[src/rtl/ex_mem_stage.sv]
// EX/MEM elastic pipeline stage: valid/ready on both sides, 2-entry skid
// buffer, flush, bubble-gated memory/regfile write controls, saturating
// back-pressure counter. All state advances on the falling clock edge.
module ex_mem_stage #(
    parameter int unsigned DATA_WIDTH     = 32,
    parameter int unsigned REG_ADDR_WIDTH = 4,
    parameter int unsigned STAT_WIDTH     = 16
) (
    input  logic                      clock,
    input  logic                      reset,
    input  logic                      flush,
    input  logic                      in_valid,
    output logic                      in_ready,
    input  logic [DATA_WIDTH-1:0]     ALUResult_in,
    input  logic [DATA_WIDTH-1:0]     registerFileDataB_in,
    input  logic [REG_ADDR_WIDTH-1:0] registerFileWrite_in,
    input  logic                      memRead_in,
    input  logic                      memWrite_in,
    input  logic                      memToReg_in,
    input  logic                      regWrite_in,
    output logic                      out_valid,
    input  logic                      out_ready,
    output logic [DATA_WIDTH-1:0]     ALUResult,
    output logic [DATA_WIDTH-1:0]     registerFileDataB,
    output logic [REG_ADDR_WIDTH-1:0] registerFileWrite,
    output logic                      memRead,
    output logic                      memWrite,
    output logic                      memToReg,
    output logic                      regWrite,
    output logic [1:0]                occupancy,
    output logic [STAT_WIDTH-1:0]     stall_count
);

    localparam logic [STAT_WIDTH-1:0] STALL_MAX = '1;

    typedef enum logic [1:0] {
        ST_EMPTY = 2'd0,
        ST_ONE   = 2'd1,
        ST_FULL  = 2'd2
    } state_e;

    state_e state_q, state_d;

    // Head entry (drives the outputs); write controls are stored pre-gated
    logic [DATA_WIDTH-1:0]     alu_q, alu_d;
    logic [DATA_WIDTH-1:0]     data_b_q, data_b_d;
    logic [REG_ADDR_WIDTH-1:0] rd_q, rd_d;
    logic                      mem_read_q, mem_read_d;
    logic                      mem_write_q, mem_write_d;
    logic                      mem_to_reg_q, mem_to_reg_d;
    logic                      reg_write_q, reg_write_d;

    // Skid entry
    logic [DATA_WIDTH-1:0]     skid_alu_q, skid_alu_d;
    logic [DATA_WIDTH-1:0]     skid_data_b_q, skid_data_b_d;
    logic [REG_ADDR_WIDTH-1:0] skid_rd_q, skid_rd_d;
    logic                      skid_mem_read_q, skid_mem_read_d;
    logic                      skid_mem_write_q, skid_mem_write_d;
    logic                      skid_mem_to_reg_q, skid_mem_to_reg_d;
    logic                      skid_reg_write_q, skid_reg_write_d;

    logic                      in_ready_q, in_ready_d;
    logic                      out_valid_q, out_valid_d;
    logic [1:0]                occ_q, occ_d;
    logic [STAT_WIDTH-1:0]     stall_q, stall_d;

    logic accept;
    logic pop;
    logic load_head;
    logic load_skid;
    logic skid_to_head;

    assign accept = in_valid & in_ready_q;
    assign pop    = out_valid_q & out_ready;

    // State register and all datapath/status registers
    always_ff @(negedge clock or posedge reset) begin
        if (reset) begin
            state_q           <= ST_EMPTY;
            alu_q             <= '0;
            data_b_q          <= '0;
            rd_q              <= '0;
            mem_read_q        <= 1'b0;
            mem_write_q       <= 1'b0;
            mem_to_reg_q      <= 1'b0;
            reg_write_q       <= 1'b0;
            skid_alu_q        <= '0;
            skid_data_b_q     <= '0;
            skid_rd_q         <= '0;
            skid_mem_read_q   <= 1'b0;
            skid_mem_write_q  <= 1'b0;
            skid_mem_to_reg_q <= 1'b0;
            skid_reg_write_q  <= 1'b0;
            in_ready_q        <= 1'b1;
            out_valid_q       <= 1'b0;
            occ_q             <= 2'd0;
            stall_q           <= '0;
        end else begin
            state_q           <= state_d;
            alu_q             <= alu_d;
            data_b_q          <= data_b_d;
            rd_q              <= rd_d;
            mem_read_q        <= mem_read_d;
            mem_write_q       <= mem_write_d;
            mem_to_reg_q      <= mem_to_reg_d;
            reg_write_q       <= reg_write_d;
            skid_alu_q        <= skid_alu_d;
            skid_data_b_q     <= skid_data_b_d;
            skid_rd_q         <= skid_rd_d;
            skid_mem_read_q   <= skid_mem_read_d;
            skid_mem_write_q  <= skid_mem_write_d;
            skid_mem_to_reg_q <= skid_mem_to_reg_d;
            skid_reg_write_q  <= skid_reg_write_d;
            in_ready_q        <= in_ready_d;
            out_valid_q       <= out_valid_d;
            occ_q             <= occ_d;
            stall_q           <= stall_d;
        end
    end

    // Next-state logic and load strobes; flush overrides every other event
    always_comb begin
        state_d      = state_q;
        load_head    = 1'b0;
        load_skid    = 1'b0;
        skid_to_head = 1'b0;
        if (flush) begin
            state_d = ST_EMPTY;
        end else begin
            unique case (state_q)
                ST_EMPTY: begin
                    if (accept) begin
                        load_head = 1'b1;
                        state_d   = ST_ONE;
                    end
                end
                ST_ONE: begin
                    if (accept && pop) begin
                        load_head = 1'b1;
                    end else if (accept) begin
                        load_skid = 1'b1;
                        state_d   = ST_FULL;
                    end else if (pop) begin
                        state_d = ST_EMPTY;
                    end
                end
                ST_FULL: begin
                    if (pop) begin
                        skid_to_head = 1'b1;
                        state_d      = ST_ONE;
                    end
                end
                default: state_d = ST_EMPTY;
            endcase
        end
    end

    // Payload movement, bubble gating and registered status outputs
    always_comb begin
        alu_d             = alu_q;
        data_b_d          = data_b_q;
        rd_d              = rd_q;
        mem_read_d        = mem_read_q;
        mem_write_d       = mem_write_q;
        mem_to_reg_d      = mem_to_reg_q;
        reg_write_d       = reg_write_q;
        skid_alu_d        = skid_alu_q;
        skid_data_b_d     = skid_data_b_q;
        skid_rd_d         = skid_rd_q;
        skid_mem_read_d   = skid_mem_read_q;
        skid_mem_write_d  = skid_mem_write_q;
        skid_mem_to_reg_d = skid_mem_to_reg_q;
        skid_reg_write_d  = skid_reg_write_q;
        in_ready_d        = (state_d != ST_FULL);
        out_valid_d       = (state_d != ST_EMPTY);
        occ_d             = 2'd0;
        stall_d           = stall_q;

        if (load_head) begin
            alu_d        = ALUResult_in;
            data_b_d     = registerFileDataB_in;
            rd_d         = registerFileWrite_in;
            mem_read_d   = memRead_in;
            mem_write_d  = memWrite_in;
            mem_to_reg_d = memToReg_in;
            reg_write_d  = regWrite_in;
        end else if (skid_to_head) begin
            alu_d        = skid_alu_q;
            data_b_d     = skid_data_b_q;
            rd_d         = skid_rd_q;
            mem_read_d   = skid_mem_read_q;
            mem_write_d  = skid_mem_write_q;
            mem_to_reg_d = skid_mem_to_reg_q;
            reg_write_d  = skid_reg_write_q;
        end

        if (load_skid) begin
            skid_alu_d        = ALUResult_in;
            skid_data_b_d     = registerFileDataB_in;
            skid_rd_d         = registerFileWrite_in;
            skid_mem_read_d   = memRead_in;
            skid_mem_write_d  = memWrite_in;
            skid_mem_to_reg_d = memToReg_in;
            skid_reg_write_d  = regWrite_in;
        end

        // A bubble must never issue a memory access or register write
        if (state_d == ST_EMPTY) begin
            mem_read_d  = 1'b0;
            mem_write_d = 1'b0;
            reg_write_d = 1'b0;
        end

        unique case (state_d)
            ST_ONE:  occ_d = 2'd1;
            ST_FULL: occ_d = 2'd2;
            default: occ_d = 2'd0;
        endcase

        if (out_valid_q && !out_ready && (stall_q != STALL_MAX)) begin
            stall_d = stall_q + STAT_WIDTH'(1);
        end
    end

    assign in_ready          = in_ready_q;
    assign out_valid         = out_valid_q;
    assign ALUResult         = alu_q;
    assign registerFileDataB = data_b_q;
    assign registerFileWrite = rd_q;
    assign memRead           = mem_read_q;
    assign memWrite          = mem_write_q;
    assign memToReg          = mem_to_reg_q;
    assign regWrite          = reg_write_q;
    assign occupancy         = occ_q;
    assign stall_count       = stall_q;

endmodule

[config.mk]
export PLATFORM = sky130hd
export DESIGN_NAME = ex_mem_stage
export DESIGN_NICKNAME = d
export VERILOG_FILES = /design/src/rtl/ex_mem_stage.sv
export SDC_FILE = /design/constraint.sdc
export NUM_CORES = 1
export LEC_CHECK = 0
export BUFFER_PORTS_ARGS = -buffer_cell sky130_fd_sc_hd__buf_2
export CAP_MARGIN = 20
export CORE_UTILIZATION = 25
export DETAILED_ROUTE_END_ITERATION = 6
export SETUP_SLACK_MARGIN = 0.02
export SYNTH_ARGS = -nofsm -noshare
export SYNTH_HDL_FRONTEND = slang
export SYNTH_SLANG_ARGS = --single-unit
[constraint.sdc]
create_clock -name clock -period 18.6 [get_ports clock]
set_input_delay 5.58 -clock clock [delete_from_list [all_inputs] [get_ports clock]]
set_output_delay 5.58 -clock clock [all_outputs]
set_load 0.03 [all_outputs]
Word-level counts from Yosys, hierarchy flattened

Index checks and enable logic that the tools add are counted.

$add $sub $neg: 1
Equality and inequality tests: 6
Muxes and demuxes: 35
Bitwise gates (word level): 2
Reductions and logical operators: 9

Operator list:

| kind                                                                  | number |
|---|---|
| 32-bit 2-to-1 mux                                                     | 4 |
| 1-bit 2-to-1 mux                                                      | 20 |
| 16-bit by 1-bit adder with 16-bit output, second input constant       | 1 |
| 16-bit != test, second input constant                                 | 1 |
| 2-bit 2-to-1 mux                                                      | 6 |
| 4-bit 2-to-1 mux                                                      | 2 |
| 2-bit case mux with 3 select lines                                    | 1 |
| 2-bit by 1-bit equality test with 1-bit output, second input constant | 2 |
| 2-bit equality test, second input constant                            | 2 |
| 2-bit zero test                                                       | 2 |
| 2-bit case mux with 2 select lines                                    | 1 |
| 2-bit nonzero test                                                    | 2 |
| 1-bit logical AND                                                     | 3 |
| 3-bit nonzero test                                                    | 1 |
| 1-bit bitwise AND                                                     | 2 |
| 2-bit != test, second input constant                                  | 1 |
| 1-bit case mux with 2 select lines                                    | 1 |
| 1-bit zero test                                                       | 1 |

Flip-flop bits (word level): 166
Output and inout port bits: 92

Logic depth before layout (Yosys ltp)

Gate-level depths: netlist (run 1).

Word-level depth: 8
Gate-level depth with buffers: 6

==> metrics.yaml, run 1 <==
grt:
  antenna_found_initial: 1
  grt_pass1_wl_um: 25800
  grt_usage_pct: 11.7
  grt_max_degree: 116
  grt_pass1_vias: 4714
  grt.overflow.total: 0
yosys:
  synth_top_cell_by_area: "dfrtn_1"
  yosysMostFrequentCell: "dfrtn_1"
  netlist_top_cells_count: "dfrtn_1 (165), nand2_1 (150), a22oi_1 (72)"
  synth_area_leaders: "dfrtn_1 (60%), mux2_2 (11%), nand2_1 (8.2%)"
  synth_top_area_share_pct: 60.1
  syn_inst: 567
  syn_avg_cell_area_um2: 12.1
  ys_types: 45
  synthArstFlopShare_pct: 100
  synthesis.nets: 645
  synth_flop_cell: "dfrtn_1"
  synth-edff-count: 0
  synth-seq-cells: 166
  yosysWarningCount: 0
  yosysSeqAreaShare_pct: 60.5
  netlist_area_um2: 6870
timing:
  rsz0062_at_grt: "false"
  setup_viol: 0
  fin_worst_skew_ns: 0.0464
  hold_viol_final: 0
  tightestPinTransition_ns: 0.911
  drv_slew: 0
  fin_hold_ws_ns: 0.414
  relSlewSlack_pct: 39.3
  final.setup.tns_ns: 0
clock_tree:
  cts_setup_buffers: 0
  htreeDepth: 4
  holdBufCountCts: 0
  cts_root_buf: "clkbuf_16"
  clk_latency_ns: 0.43
  cts.clk_slew.worst_paths_ns: 0.05
  clockBufferDepth: 2
  cts_resized: 0
  tritoncts: "yes"
  clock_sinks: 166
  cts_inserted_buffers: 17
route:
  maxUsedRoutingLayer: "met5"
  dr.pass1.iters: 4
  via_count: 4835
  viasPerCell: 4.46
  wl_met3_um: 781
  met1Wirelength_um: 7740
  drc_errors: 0
  avgRoutedWirePerCell_um: 14.8
  route.met2.wl_um: 7450
  wirelength_um: 16100
  ant_nets: 0
  drtIter0Drc: 349
worst_setup_path:
  crit_slowest_cell: "buf_4"
  worstPathArrival_ns: 7.45
  critPathRequiredTime_ns: 9.54
  crit_path_end_kind: "flop"
  crit_path_start_kind: "input port"
  critical_path_class: "input port to flop"
  crit_path_cell_trace: "buf_2 > and4bb_2 > nand3_4 > buf_4 > mux2_2"
  slowest_delay_ns: 0.60
  worst-path-max-fanout: 44
  worst-path-buf-inv: 2
  cpLargestDelayFamily: "buffers and inverters"
pwr:
  p_clk_share_pct: 29.1
  leakage_nw: 4.33
  p_seq_share_pct: 46.2
  p_int_mw: 0.796
  p_sw_mw: 0.383
  ir_worst_vdd_v: 0.0000486
  powerDensity_nw_per_um2: 138
  netSwitchingFraction_pct: 32.5
  combPwrFrac_pct: 24.7
floorplanning:
  ioPinCount: 169
  core_um2: 27000
  fp-row-count: 60
  die_y_um: 168
  die_w_um: 168
  dieArea_um2: 28200
  initial_core_util_pct: 25.5
cells_and_area:
  areaGrowthSynthToFinish_pct: 24.7
  nets: 810
  drive_gt1_share_pct: 38.8
  antenna_cells: 0
placed_design:
  post-dp-hpwl_um: 10600
  port_buffers: 168
  gp_congestion: 0.715
worst_hold_path:
  hp-class: "flop to flop"
run_status:
  status: "finished, final reports clean"
flow_run:
  cap_viol_max_count: 0
-- final timing paths --
kind	start	endpoint	slack [ns]	cells after the start
min in group asynchronous	reset	registerFileDataB[25]	14.52	3
hold / removal	registerFileDataB[4]	registerFileDataB[4]	0.41	2
max in group asynchronous	reset	in_ready	3.46	3
setup reg to reg	state_q[1]	skid_alu_q[26]	16.20	4
setup / recovery	flush	skid_alu_q[26]	2.09	5
hold reg to reg	registerFileDataB[4]	registerFileDataB[4]	0.41	2
-- cells by family after synthesis --
group,synth area share (%)
AND/OR/NAND/NOR,12.4
flip-flops,60.5
buffers and inverters,3.42
AO/OA/AOI/OAI,9.92
multiplexers,12.5
XOR/XNOR,1.15
adder cells (fa/ha/maj),0.182
-- per-layer routing --
metal / global-route usage, % / vias to the layer above
met1: 15.7 / 2391
met2: 18.3 / 107
met5: 0 / -
met3: 3.60 / 8
li1: - / 2327
met4: 2.99 / 2
-- worst reg2reg max path, stage by stage (launching register included) --
cell and delay, ns:
dfrtn_1 0.52, and4bb_2 0.31, nand3_4 0.36, buf_4 0.61, mux2_2 0.45
-- layout by cell type, fill, tap and decap left out, drive strengths merged, types with 3 or more instances in the layout --
cell      synthesis  final
buf              31    177
dfrtn           165    165
nand2           150    150
mux2             75     75
a22oi            73     73
clkbuf            0     21
xor2              8      8
a21oi             7      7
nand4             6      6
nor2              5      5
inv               6      5
clkinvlp          0      5
nor3              5      5
nand3             4      4
clkinv            0      3
and2              3      3
nor4              3      3
-- power groups by stage --
stage / logic [mW] / registers [mW] / clock network, mW
finish: 0.292 / 0.544 / 0.344
global route: 0.318 / 0.558 / 0.373
CTS: 0.297 / 0.544 / 0.360
detailed placement: 0.296 / 0.550 / 0.000673
global placement: 0.291 / 0.547 / 0.000673
floorplan: 0.123 / 0.630 / 0.000673
-- flip-flops by register name, indices dropped and copies added, names as in the netlist, 2 cells and up --
name,flops
state_q,2
skid_rd_q,4
skid_data_b_q,32
ALUResult,32
registerFileDataB,32
occupancy,2
skid_alu_q,32
stall_count,16
registerFileWrite,4
-- metrics by stage --
step / instance area, um2 / std cells / utilization (%) / worst slack [ns] / power [mW]
2_1_floorplan: 6880 / 567 / - / 1.73 / 0.754
3_3_place_gp: 8010 / 1054 / 29.7 / 1.67 / 0.839
3_5_place_dp: 8010 / 1054 / 29.7 / 1.66 / 0.846
4_1_cts: 8570 / 1084 / 31.8 / 2.08 / 1.20
5_1_grt: 8570 / 1084 / 31.8 / 1.98 / 1.25
6_report: 8570 / 1084 / 31.8 / 2.09 / 1.18
-- area by class of cell --
cell class	count	area, um2
Multi-Input combinational cell	364	2480
Timing Repair Buffer	177	921
Sequential cell	166	4160
Inverter	5	22.5
Clock inverter	10	109
Fill cell	2779	18400
Tap cell	341	427
Clock buffer	21	450
No activity file was read; power rests on OpenSTA's default activity.
==> run 2: changes to the inputs <==
- GPL_TIMING_DRIVEN: default -> 0
- clock period: 18.6 -> 19.9 ns (I/O delays scaled with it)
==> metrics.yaml, run 2 (synthesis gave the netlist of run 1 again) <==
pwr:
  ir_worst_vdd_v: 0.0000497
  p_sw_mw: 0.365
  p_int_mw: 0.749
  powerDensity_nw_per_um2: 127
  combPwrFrac_pct: 25.0
  netSwitchingFraction_pct: 32.8
  leakage_nw: 4.48
  p_seq_share_pct: 45.7
  p_clk_share_pct: 29.3
cells_and_area:
  n_fill_cell: 2707
  nets: 836
  areaGrowthSynthToFinish_pct: 27.8
  mostFrequentLayoutCells: "buf_2 (188), dfrtn_1 (165), nand2_1 (150)"
  register_area_um2: 4160
  final_common_cell: "buf_2"
  multi_input_area_um2: 2480
  drive_gt1_share_pct: 40.4
  antenna_cells: 0
  fin_cells: 1110
grt:
  grt_max_degree: 42
  antenna_found_initial: 0
  grt_pass1_wl_um: 27500
  grt.overflow.total: 0
  grt_pass1_vias: 4943
  grt_usage_pct: 12.6
flow_run:
  cap_viol_max_count: 0
clock_tree:
  holdBufCountCts: 0
  cts_resized: 0
  cts_inserted_buffers: 17
  clockBufferDepth: 2
  cts_root_buf: "clkbuf_16"
  cts.clk_slew.worst_paths_ns: 0.05
  tritoncts: "yes"
  htreeDepth: 4
  clk_latency_ns: 0.44
  clock_sinks: 166
  cts_setup_buffers: 0
placed_design:
  post-dp-hpwl_um: 11900
  gp_congestion: 0.731
  placedCellCount: 1080
  preCtsSetupSlack_ns: 2.42
  port_buffers: 168
run_status:
  status: "finished, final reports clean"
floorplanning:
  initial_core_util_pct: 25.5
  die_y_um: 168
  ioPinCount: 169
  core_um2: 27000
  fp-row-count: 60
  die_w_um: 168
  dieArea_um2: 28200
worst_setup_path:
  crit_path_end_kind: "output port"
  crit_path_start_kind: "flop"
  crit_path_cell_trace: "buf_2"
  ff2ff_path_depth: 5
  critPathRequiredTime_ns: 13.93
  cpLargestDelayFamily: "flip-flops"
  worstPathArrival_ns: 11.16
  worst-path-buf-inv: 1
  crit_slowest_cell: "dfrtn_1"
  r2r_setup_slack_ns: 17.91
  worst-path-max-fanout: 6
  critical_path_depth: 1
  slowest_delay_ns: 0.56
  critical_path_class: "flop to output port"
worst_hold_path:
  hold_path_depth: 2
  hp-class: "flop to flop"
route:
  dr.pass1.iters: 4
  via_count: 4882
  ant_nets: 0
  drc_errors: 0
  avgRoutedWirePerCell_um: 15.6
  drtIter0Drc: 258
  wirelength_um: 17300
  viasPerCell: 4.40
timing:
  setup_viol: 0
  relSlewSlack_pct: 63.0
  final.setup.tns_ns: 0
  tightestPinTransition_ns: 0.554
  drv_slew: 0
  hold_viol_final: 0
  rsz0062_at_grt: "false"
  fin_worst_skew_ns: 0.0496
  worst_slack_ns: 2.77
==> run 2: worst paths after layout <==
path / start / endpoint
min reg2reg: ALUResult[22] / ALUResult[22]
min: ALUResult[22] / ALUResult[22]
max in group asynchronous: reset / ALUResult[7]
max reg2reg: stall_count[0] / stall_count[1]
min in group asynchronous: reset / registerFileDataB[30]
max: stall_count[10] / stall_count[10]
==> run 2: through the flow <==
step	utilization [%]	instance area, um2	total power [mW]	hold WS, ns
2_1_floorplan	-	6880	0.705	0.425
3_3_place_gp	30.2	8140	0.787	0.416
3_5_place_dp	30.5	8220	0.798	0.418
4_1_cts	32.6	8780	1.13	0.419
5_1_grt	32.6	8780	1.18	0.435
6_report	32.6	8780	1.11	0.414
==> run 2: layer usage <==
metal	vias to the layer above	global-route usage (%)	part of all wire, %
li1	2373	-	-
met1	2389	16.6	47
met2	109	20.5	48
met3	11	2.96	4.3
met4	0	4.07	1.0
met5	-	0	0
==> run 2: layout make-up <==
class / instances / share of cell area (%)
multi-input cells: 364 / 28.3
flip-flops and latches: 166 / 47.3
clock inverters: 9 / 1.21
repair buffers: 172 / 10.5
clock buffers: 22 / 5.17
plain buffers: 31 / 2.42
inverters: 5 / 0.256
well taps: 341 / 4.86
==> run 2: power groups by stage <==
stage / registers (mW) / logic, mW / clock network [mW]
floorplan: 0.589 / 0.115 / 0.000629
global placement: 0.509 / 0.277 / 0.000629
detailed placement: 0.514 / 0.284 / 0.000629
CTS: 0.509 / 0.284 / 0.340
global route: 0.522 / 0.304 / 0.352
finish: 0.509 / 0.279 / 0.326
==> run 3: changes to the inputs <==
- GPL_TIMING_DRIVEN: 0 -> default
==> metrics.yaml, run 3 (synthesis gave the netlist of run 1 again) <==
grt:
  grt_usage_pct: 12.0
  grt_pass1_vias: 4808
  grt.overflow.total: 0
  grt_max_degree: 167
  antenna_found_initial: 1
  grt_pass1_wl_um: 26400
worst_setup_path:
  worst-path-buf-inv: 2
  critPathRequiredTime_ns: 10.18
  cpLargestDelayFamily: "simple AND/OR/NAND/NOR gates"
  crit_path_cell_trace: "buf_2 > and4bb_2 > nand3_4 > buf_4 > mux2_1"
  slowest_delay_ns: 0.53
  crit_path_end_kind: "flop"
  crit_slowest_cell: "nand3_4"
  critical_path_class: "input port to flop"
  crit_path_start_kind: "input port"
  worstPathArrival_ns: 7.89
  worst-path-max-fanout: 43
clock_tree:
  cts_root_buf: "clkbuf_16"
  tritoncts: "yes"
  cts.clk_slew.worst_paths_ns: 0.05
  htreeDepth: 4
  holdBufCountCts: 0
  cts_setup_buffers: 0
  clock_sinks: 166
  clk_latency_ns: 0.43
  cts_resized: 0
  clockBufferDepth: 2
  cts_inserted_buffers: 17
pwr:
  netSwitchingFraction_pct: 33.1
  p_seq_share_pct: 47.3
  p_sw_mw: 0.357
  powerDensity_nw_per_um2: 126
  p_clk_share_pct: 27.4
  combPwrFrac_pct: 25.3
  p_int_mw: 0.720
  leakage_nw: 4.30
  ir_worst_vdd_v: 0.0000424
route:
  via_count: 4804
  avgRoutedWirePerCell_um: 14.9
  wirelength_um: 16200
  drc_errors: 0
  ant_nets: 0
  drtIter0Drc: 308
  dr.pass1.iters: 4
  viasPerCell: 4.43
placed_design:
  gp_congestion: 0.732
  post-dp-hpwl_um: 10600
  port_buffers: 168
floorplanning:
  die_w_um: 168
  die_y_um: 168
  initial_core_util_pct: 25.5
  fp-row-count: 60
  dieArea_um2: 28200
  core_um2: 27000
  ioPinCount: 169
timing:
  setup_viol: 0
  rsz0062_at_grt: "false"
  relSlewSlack_pct: 31.7
  final.setup.tns_ns: 0
  drv_slew: 0
  hold_viol_final: 0
  fin_worst_skew_ns: 0.0494
  tightestPinTransition_ns: 1.03
  fin_hold_ws_ns: 0.413
run_status:
  status: "finished, final reports clean"
cells_and_area:
  nets: 809
  areaGrowthSynthToFinish_pct: 23.9
  antenna_cells: 0
  drive_gt1_share_pct: 38.5
  mostFrequentLayoutCells: "buf_2 (168), dfrtn_1 (165), nand2_1 (150)"
  final_common_cell: "buf_2"
  n_fill_cell: 2748
worst_hold_path:
  hp-class: "flop to flop"
flow_run:
  cap_viol_max_count: 0
## run 3: cell types whose count changed in the layout (fill, tap and decap cells not counted), sizes merged
cell,delta
buf,-27
bufinv,-2
clkbuf,+1
clkinvlp,+2
## run 3: power by group through the flow
stage,sequential (mW),combinational (mW),clock (mW)
final,0.509,0.273,0.295
after global routing,0.523,0.298,0.323
after CTS,0.510,0.278,0.310
after detailed placement,0.515,0.277,0.000629
after global placement,0.512,0.272,0.000629
after floorplan,0.589,0.115,0.000629
## run 3: worst paths after layout
check	startpoint	end	slack, ns	depth (start not counted)
min in group asynchronous	reset	stall_count[5]	15.69	3
max reg2reg	in_ready	skid_data_b_q[24]	17.42	4
max in group asynchronous	reset	skid_data_b_q[6]	3.53	3
min reg2reg	registerFileDataB[21]	registerFileDataB[21]	0.41	2
min	registerFileDataB[21]	registerFileDataB[21]	0.41	2
max	flush	skid_data_b_q[24]	2.29	5
## run 3: per-stage QoR
step	utilization [%]	worst slack (ns)	total power, mW	cell area [um2]	instances
6_report	31.6	2.29	1.08	8520	1084
5_1_grt	31.6	2.17	1.14	8520	1084
4_1_cts	31.6	2.26	1.10	8520	1084
3_5_place_dp	29.7	1.84	0.793	8010	1053
3_3_place_gp	29.7	1.85	0.784	8010	1053
2_1_floorplan	-	1.99	0.705	6880	567
## run 3: routing by layer
layer  wire, um  vias up  GRT usage (%)
li1           -     2314              -
met1       7610     2362           16.0
met2       7470      113           18.7
met3        848       13           3.64
met4        212        2           3.35
met5         13        -              0
## run 3: worst register-to-register path, cell delays in order, from the launching register on
cell and delay (ns):
dfstp_2 0.55, and4bb_2 0.32, nand3_4 0.53, buf_4 0.51
mux2_1 0.37
## run 3: layout make-up
class	count	area, um2	area share, %
multi-input cells	364	2480	29.2
clock buffers	23	458	5.38
clock inverters	9	57.6	0.676
flip-flops and latches	166	4160	48.8
repair buffers	176	913	10.7
inverters	5	22.5	0.264
well taps	341	427	5.01
